==> src/rtl/ysyx_pipe_pkg.sv <==
// ============================================================================
// Module : ysyx_pipe_pkg
// Purpose: Shared pipeline constants and types. It holds the per-stage
//          payload widths, the default inter-stage FIFO depth, and the
//          push/pop operation encoding used by the FIFO pointer logic.
// Revision: 1.0 - initial release
// ============================================================================
`default_nettype none

package ysyx_pipe_pkg;

  // Payload widths of the pipeline stage registers
  localparam int IF_W = 64;
  localparam int ID_W = 192;
  localparam int EX_W = 109;
  localparam int LS_W = 104;

  // Default number of entries in an inter-stage FIFO
  localparam int STAGE_FIFO_DEPTH = 2;

  // Per-cycle FIFO operation. The encoding equals {push, pop}, so a
  // two-bit concatenation casts straight to this type.
  typedef enum logic [1:0] {
    OP_IDLE = 2'b00,
    OP_POP  = 2'b01,
    OP_PUSH = 2'b10,
    OP_BOTH = 2'b11
  } fifo_op_e;

  function automatic fifo_op_e fifo_op(input logic push, input logic pop);
    return fifo_op_e'({push, pop});
  endfunction

endpackage

`default_nettype wire

==> src/rtl/stage_fifo_ptr.sv <==
// ============================================================================
// Module : stage_fifo_ptr
// Purpose: Read/write pointers and occupancy counter for stage_fifo.
// Ports  : clk, rst_n (async active-low)
//          push_i, pop_i   - effective storage push/pop this cycle
//          flush_i         - clear pointers and count at the next edge
//          wptr_o, rptr_o  - write/read pointers (modulo DEPTH)
//          count_o         - current occupancy, 0..DEPTH
// Revision: 1.0 - initial release
// ============================================================================
`default_nettype none

module stage_fifo_ptr
  import ysyx_pipe_pkg::*;
#(
  parameter  int DEPTH = STAGE_FIFO_DEPTH,
  localparam int PW    = $clog2(DEPTH),
  localparam int CW    = $clog2(DEPTH + 1)
) (
  input  logic          clk,
  input  logic          rst_n,
  input  logic          push_i,
  input  logic          pop_i,
  input  logic          flush_i,
  output logic [PW-1:0] wptr_o,
  output logic [PW-1:0] rptr_o,
  output logic [CW-1:0] count_o
);

  logic [PW-1:0] wptr_q, wptr_d;
  logic [PW-1:0] rptr_q, rptr_d;
  logic [CW-1:0] count_q, count_d;

  // DEPTH is a power of two, so the natural PW-bit overflow is the
  // modulo-DEPTH wrap from DEPTH-1 back to 0.
  always_comb begin
    wptr_d  = wptr_q;
    rptr_d  = rptr_q;
    count_d = count_q;
    if (flush_i) begin
      wptr_d  = '0;
      rptr_d  = '0;
      count_d = '0;
    end else begin
      case (fifo_op(push_i, pop_i))
        OP_PUSH: begin
          wptr_d  = wptr_q + PW'(1);
          count_d = count_q + CW'(1);
        end
        OP_POP: begin
          rptr_d  = rptr_q + PW'(1);
          count_d = count_q - CW'(1);
        end
        OP_BOTH: begin
          wptr_d = wptr_q + PW'(1);
          rptr_d = rptr_q + PW'(1);
        end
        default: ;
      endcase
    end
  end

  always_ff @(posedge clk or negedge rst_n) begin
    if (!rst_n) begin
      wptr_q  <= '0;
      rptr_q  <= '0;
      count_q <= '0;
    end else begin
      wptr_q  <= wptr_d;
      rptr_q  <= rptr_d;
      count_q <= count_d;
    end
  end

  assign wptr_o  = wptr_q;
  assign rptr_o  = rptr_q;
  assign count_o = count_q;

endmodule

`default_nettype wire

==> src/rtl/stage_fifo.sv <==
// ============================================================================
// Module : stage_fifo
// Purpose: Valid/ready FIFO between two pipeline stages, with flush for
//          branch redirects. Storage, optional bypass muxing and flush
//          gating live here; pointers and count live in stage_fifo_ptr.
// Ports  : clk, rst (async active-low)
//          in_valid/in_ready/in_data    - upstream handshake and payload
//          out_valid/out_ready/out_data - downstream handshake and payload
//          flush                        - discard all contents
//          count                        - current occupancy
// Config : STAGE_FIFO_BYPASS_EN - when defined, a beat arriving at an
//          empty FIFO is presented on the output in the same cycle.
// Revision: 1.0 - initial release
// ============================================================================
`default_nettype none

module stage_fifo
  import ysyx_pipe_pkg::*;
#(
  parameter int WIDTH = 64,
  parameter int DEPTH = STAGE_FIFO_DEPTH
) (
  input  logic                       clk,
  input  logic                       rst,
  input  logic                       in_valid,
  output logic                       in_ready,
  input  logic [WIDTH-1:0]           in_data,
  output logic                       out_valid,
  input  logic                       out_ready,
  output logic [WIDTH-1:0]           out_data,
  input  logic                       flush,
  output logic [$clog2(DEPTH+1)-1:0] count
);

  localparam int PW = $clog2(DEPTH);
  localparam int CW = $clog2(DEPTH + 1);

  logic [WIDTH-1:0] mem_q [DEPTH];
  logic [PW-1:0]    wptr;
  logic [PW-1:0]    rptr;
  logic             stored_valid;
  logic             push;
  logic             pop;
  logic             byp_take;
  logic             push_mem;
  logic             pop_mem;

  // rst gates the handshakes so both drop immediately while reset is low.
  // in_ready depends only on state, flush and reset.
  assign in_ready     = rst && (count != CW'(DEPTH)) && !flush;
  assign stored_valid = rst && (count != CW'(0)) && !flush;

`ifdef STAGE_FIFO_BYPASS_EN
  logic byp;
  assign byp       = rst && (count == CW'(0)) && in_valid && !flush;
  assign out_valid = stored_valid || byp;
  assign out_data  = byp ? in_data : mem_q[rptr];
  // A bypassed beat taken downstream never touches storage.
  assign byp_take  = byp && out_ready;
`else
  assign out_valid = stored_valid;
  assign out_data  = mem_q[rptr];
  assign byp_take  = 1'b0;
`endif

  assign push     = in_valid && in_ready;
  assign pop      = out_valid && out_ready;
  assign push_mem = push && !byp_take;
  assign pop_mem  = pop && !byp_take;

  stage_fifo_ptr #(
    .DEPTH (DEPTH)
  ) u_ptr (
    .clk     (clk),
    .rst_n   (rst),
    .push_i  (push_mem),
    .pop_i   (pop_mem),
    .flush_i (flush),
    .wptr_o  (wptr),
    .rptr_o  (rptr),
    .count_o (count)
  );

  // Storage is intentionally not reset.
  always_ff @(posedge clk) begin
    if (push_mem) begin
      mem_q[wptr] <= in_data;
    end
  end

  always_ff @(posedge clk) begin
    if (rst) begin
      assert (!(push_mem && count == CW'(DEPTH)));
      assert (!(pop_mem && count == CW'(0)));
      assert (count <= CW'(DEPTH));
    end
  end

endmodule

`default_nettype wire

==> config.mk <==
export PLATFORM = sky130hd
export DESIGN_NAME = stage_fifo
export DESIGN_NICKNAME = d
export VERILOG_FILES = /design/src/rtl/ysyx_pipe_pkg.sv /design/src/rtl/stage_fifo_ptr.sv /design/src/rtl/stage_fifo.sv
export SDC_FILE = /design/constraint.sdc
export NUM_CORES = 1
export LEC_CHECK = 0
export CORE_ASPECT_RATIO = 2
export CORE_MARGIN = 3
export CORE_UTILIZATION = 48
export CTS_BUF_LIST = sky130_fd_sc_hd__clkbuf_4 sky130_fd_sc_hd__clkbuf_8 sky130_fd_sc_hd__clkbuf_16
export CTS_CLUSTER_DIAMETER = 40
export DETAILED_ROUTE_END_ITERATION = 12
export GPL_TIMING_DRIVEN = 0
export MAX_ROUTING_LAYER = met4
export PLACE_DENSITY_LB_ADDON = 0.12
export SLEW_MARGIN = 0
export SYNTH_ARGS = -nofsm -noshare
export SYNTH_HDL_FRONTEND = slang
export SYNTH_HIERARCHICAL = 1
export SYNTH_SLANG_ARGS = --single-unit
==> constraint.sdc <==
create_clock -name clk -period 10.1 [get_ports clk]
set_clock_uncertainty 0.15 [all_clocks]
set_input_delay 2.525 -clock clk [delete_from_list [all_inputs] [get_ports clk]]
set_output_delay 2.525 -clock clk [all_outputs]
set_load 0.02 [all_outputs]
## After elaboration in Yosys (flattened, before gate mapping)

Memory sizes are Yosys's and may differ from the RTL's.
Cells that the tools add are included.

| operators by class | value |
|---|---|
| reductions and logical operators | 13 |
| equality and inequality tests | 4 |
| add/subtract/negate cells | 4 |
| muxes and demuxes | 8 |

Operator list:

| kind | count |
|---|---|
| $logic_and A1 B1 Y1 | 6 |
| $mux W1 | 6 |
| $reduce_bool A2 Y1 | 3 |
| $eq A2 B2 Y1 const B | 2 |
| $pmux W2 S2 | 1 |
| $reduce_or A2 Y1 | 2 |
| $reduce_bool A3 Y1 | 1 |
| $add A1 B1 Y1 const B | 2 |
| $add A2 B1 Y2 const B | 1 |
| $eq A2 B1 Y1 const B | 1 |
| $mux W2 | 1 |
| $ne A2 B2 Y1 const B | 1 |
| $sub A2 B1 Y2 const B | 1 |
| $logic_not A1 Y1 | 1 |

| word-level totals | value |
|---|---|
| bits in writable memories | 128 |
| register bits after elaboration | 4 |
| output and inout bits | 68 |
| memories | 1 |
| bits of input ports | 69 |
| word-level logic and storage cells | 33 |

Memory list:

| name | words | bits a word | rd ports | clocked after Yosys merged registers in | wr ports | RTL line | text |
|---|---|---|---|---|---|---|---|
| mem_q | 2 | 64 | 1 | 0 | 1 | stage_fifo.sv:38 | `logic [WIDTH-1:0] mem_q [DEPTH];` |

## Depth between registers and ports, before layout

| depth | value |
|---|---|
| word-level depth | 8 |
| depth in mapped cells | 5 |
| gate-level depth less buffers | 5 |

## By module

Netlist, hierarchy kept.

By module, submodules not included:

| module | sequential area each (um^2) | times used | cells an instance | area an instance (um^2) |
|---|---|---|---|---|
| stage_fifo | 3,843.7 | 1 | 209 | 4,977.3 |
| stage_fifo_ptr | 100.1 | 1 | 16 | 191.4 |

## Worst setup path before layout

Ideal clock, no wire load.

| timing | value |
|---|---|
| kind | input to register |
| start point | in flush |
| end point | mem mem_q[0][0], enable pin |
| path buffers | 0 |
| library setup time | 0.666 ns |
| path slack | -0.079 ns |
| required time | 9.284 ns |
| data arrival time | 9.362 ns |
| stages on the path | 2 |
| cells stage by stage | nand2b_1 nor4b_1 |

| on the way | value |
|---|---|
| word-level cells in the longest chain between the ends | 5 |

Ends and longest elaborated chain:

| element | RTL line | text |
|---|---|---|
| start: declaration | stage_fifo.sv:31 | `input logic flush,` |
| $logic_not A1 Y1 | stage_fifo.sv:50 | `assign in_ready = rst && (count != CW'(DEPTH)) && !flush;` |
| $logic_and A1 B1 Y1 | stage_fifo.sv:50 |  |
| $logic_and A1 B1 Y1 | stage_fifo.sv:66 | `assign push = in_valid && in_ready;` |
| $mux W1 | stage_fifo.sv:86 | `if (push_mem) begin` |
| $mux W1 (not written as such) | stage_fifo.sv:87 | `mem_q[wptr] <= in_data;` |
| end: declaration | stage_fifo.sv:38 |  |

Every way passes these cells.

## Worst setup path after layout

| timing | value |
|---|---|
| start point | in rst |
| end point | out out_valid |

| on the way | value |
|---|---|
| word-level cells in the longest chain between the ends | 2 |

Ends and longest elaborated chain:

| element | RTL line | text |
|---|---|---|
| start: declaration | stage_fifo.sv:24 | `input logic rst,` |
| $logic_and A1 B1 Y1 (2 in series) | stage_fifo.sv:51 | `assign stored_valid = rst && (count != CW'(0)) && !flush;` |
| end: declaration | stage_fifo.sv:28 | `output logic out_valid,` |

Every way passes these cells.

==> summary.md <==
| Metric | Value |
|---|---|
| Critical path capture point type | `output pin` |
| Weighted congestion reported at the end of routability-driven placement | `0.7149` |
| Total length of routed met3 wires | `430 um` |
| Setup slack of the critical path after layout | `3.305 ns` |
| Clk Latency, worst-skew pair | `0.40 ns` |
| Number of buffers on the longest clock path | `2` |
| Highest-delay cell along the critical path | `clkdlybuf4s50_1` |
| Violation count after the first detailed-route iteration | `120` |
| Instance count of the mapped netlist | `225` |
| Max-cap viol count | `0` |
| Initial antenna violation count | `0` |
| Worst Path Buf+Inv | `2` |
| DP Area | `0.006875 mm2` |
| Standard-cell rows | `53` |
| Global-route wire length before repair | `14.79 mm` |
| Peak fanout along the critical path | `6` |
| GRT overflow | `0` |
| Number of global-route vias before repair | `2,979` |
| Cell variety after synth | `18` |
| Count of non-filler cells in the finished layout | `542` |
| Total power | `1.313 mW` |
| Post-Place Setup Slack | `3.306 ns` |
| Leakage power total | `2.644 nW` |
| Synth Area per Inst | `22.97 um2` |
| H-Tree Depth | `4` |
| Post-CTS Hold Buffers | `0` |
| Uppermost layer routed | `met4` |
| Top post-synthesis cells by area | `edfxtp_1 74%, mux2_4 17%, buf_12 2.3%` |
| Remaining max-slew budget at the tightest pin | `0.3525` |
| Boundary Pins | `137` |
| Critical setup path kind | `in2out` |
| Antenna diodes | `0` |
| Multi-input gate area in the final layout | `0.001114 mm2` |
| IR drop worst, VDD | `0.1217 mV` |
| Starting utilization of the core area | `0.4902` |
| Synthesis-to-finish area growth | `44.37%` |
| Area fraction of the dominant cell type after synthesis | `0.7436` |
| Result of the run | `finished clean` |
| Max-slew violation count | `0` |
| Min Tclk post-route | `6.795 ns` |
| Mean routed wirelength per cell | `17.01 um` |
| M1 WL | `3.245 mm` |
| Flip-flop and latch count after synthesis | `132` |
| Clock root buffer | `clkbuf_16` |
| Worst EP arrival | `4.12 ns` |
| Total count of hold-check failures in the final report | `0` |
| Largest net degree at the start of global routing | `17` |
| Number of remaining DRC errors | `0` |
| Top cell type by total area after synthesis | `edfxtp_1` |
| PostCTS Resize Cnt | `0` |
| Critical path's most frequent cell | `clkdlybuf4s50_1` |
| Transition time of the tightest slew-check pin | `0.9671 ns` |
| Proportion of layout cells with a drive suffix above 1 | `0.2938` |
| Total placed cells including tap cells | `510` |
| CTS tree | `built` |
| CTS clock-pin slew for the worst setup and hold paths | `0.05 ns` |
| Synth warnings | `6` |
| Number of buffers inserted by post-CTS setup repair | `0` |
| Number of sinks on the clock net | `132` |
| Slowest cell delay on critical path | `0.61 ns` |
| FMAX | `0.1472 GHz` |
| Die height | `152.8 um` |
| Sequential standard cell area | `0.003944 mm2` |
| Sequential-to-total area share from yosys stat | `0.7630` |
| Unrepaired setup endpoints after global routing | `no` |
| PortBufs | `136` |
| Number of iterations in the first detailed-routing pass | `4` |
| Total routed wirelength | `9.219 mm` |
| Cts bufs inserted | `17` |
| Number of nets with antenna violations after routing | `0` |
| Cell family with most CP delay | `buffers and inverters` |
| Total core area | `0.01054 mm2` |
| # fillers | `662` |
| Post-Route Hold Slack | `0.4072 ns` |
| Final worst-path cycle share | `0.6728` |
| Data required time at the worst endpoint | `7.43 ns` |
| Worst min-delay path category | `reg2reg` |
| Post-Layout Inst Area | `0.007462 mm2` |
| Mapped Area | `0.005169 mm2` |
| Critical Path Start Type | `input port` |
| Routed length on met2 | `5.319 mm` |
| Setup-failing EPs final | `0` |
| Global routing usage summed across all routing layers | `0.1694` |
| Full die area | `0.01212 mm2` |
| Total via count in the routed design | `2,626` |
| Ordered cell list for the critical path | `clkdlybuf4s50_1 > nand2b_1 > nor2_1 > clkdlybuf4s50_1` |
| Number of vias per cell after detailed routing | `4.845` |
| Synth Net Count | `294` |
| HPWL reported at the end of detailed placement | `6.608 mm` |
| Power density of the placed cells | `176.0 mW/mm2` |
| Final nets | `461` |
| Die width | `79.38 um` |
-- metrics by stage --
stage            util  TNS (ns)
6_report       0.7077         0
5_1_grt        0.7077         0
4_1_cts        0.7077         0
3_5_place_dp   0.6521         0
3_3_place_gp   0.6362    -54.76
2_1_floorplan       -         0
-- synth_stat cells --
library cell,count
and3b_2,1
buf_12,6
buf_6,1
dfrtp_1,4
edfxtp_1,128
mux2_2,4
mux2_4,60
nand2_1,1
nand2b_1,1
nor2_1,6
nor2b_1,1
nor3_1,2
nor3b_1,2
nor3b_2,2
nor4b_1,1
o21ai_1,1
xnor2_1,3
xor2_1,1
-- flip-flops by register name, summed over array words and instances (netlist names) --
| signal | flops |
|---|---|
| mem_q | 128 |
| u_ptr/rptr_o | 1 |
| u_ptr/count_o | 2 |
| u_ptr/wptr_o | 1 |
-- cell usage in the layout (no fill, tap or decap), drive strengths merged, types with 3 or more instances in the layout --
master	instances
buf	19
clkbuf	18
clkdlybuf4s50	136
clkinv	6
dfrtp	4
edfxtp	128
inv	4
mux2	64
nor2	6
nor3b	4
xnor2	3
-- metal layers --
| metal | global-route usage | up-vias |
|---|---|---|
| met5 | - | - |
| met4 | 0.09180 | 0 |
| met3 | 0.03905 | 16 |
| met2 | 0.2896 | 91 |
| met1 | 0.1758 | 1294 |
| li1 | - | 1225 |
-- worst min-delay path, stage by stage (launching register included) --
cell and delay [ns]:
dfrtp_1 0.37, xnor2_1 0.07, nor2_1 0.07
-- final timing paths --
path                                        from          endpoint  slack (ns)  cells past startpoint
worst min register to register      u_ptr/rptr_o      u_ptr/rptr_o        0.41                      2
worst max register to register  u_ptr/count_o[1]       mem_q[0][5]        7.72                      4
worst min-delay path                u_ptr/rptr_o      u_ptr/rptr_o        0.41                      2
worst max-delay path                         rst         out_valid        3.31                      4
max in group asynchronous                    rst  u_ptr/count_o[1]        7.40                      1
min in group asynchronous                    rst  u_ptr/count_o[0]        2.20                      1
-- final cells by class --
cell class | instances | share of cell area
Buffer | 7 | 0.01761
Clock buffer | 18 | 0.05801
Clock inverter | 14 | 0.02062
Multi-Input combinational cell | 86 | 0.1492
Sequential cell | 132 | 0.5285
Tap cell | 137 | 0.02297
Timing Repair Buffer | 148 | 0.2031
-- power by group --
group | internal [mW] | total, mW | switching [mW]
Sequential | 0.614 | 0.617 | 0.00373
Clock | 0.369 | 0.594 | 0.225
Combinational | 0.0614 | 0.102 | 0.0405
Total | 1.04 | 1.31 | 0.269
-- cell families (layout without fill, tap and decap cells) --
kind of cell | after synthesis | in the layout | share of synthesized area
buffers and inverters | 7 | 187 | 0.02542
AOI/OAI and AO/OA | 1 | 1 | 0.0009674
xor gates and xnor gates | 4 | 4 | 0.006779
and+or+nand+nor | 17 | 17 | 0.02082
muxes | 64 | 64 | 0.1830
DFF | 132 | 132 | 0.7630
(Power assumes the default switching activity.)
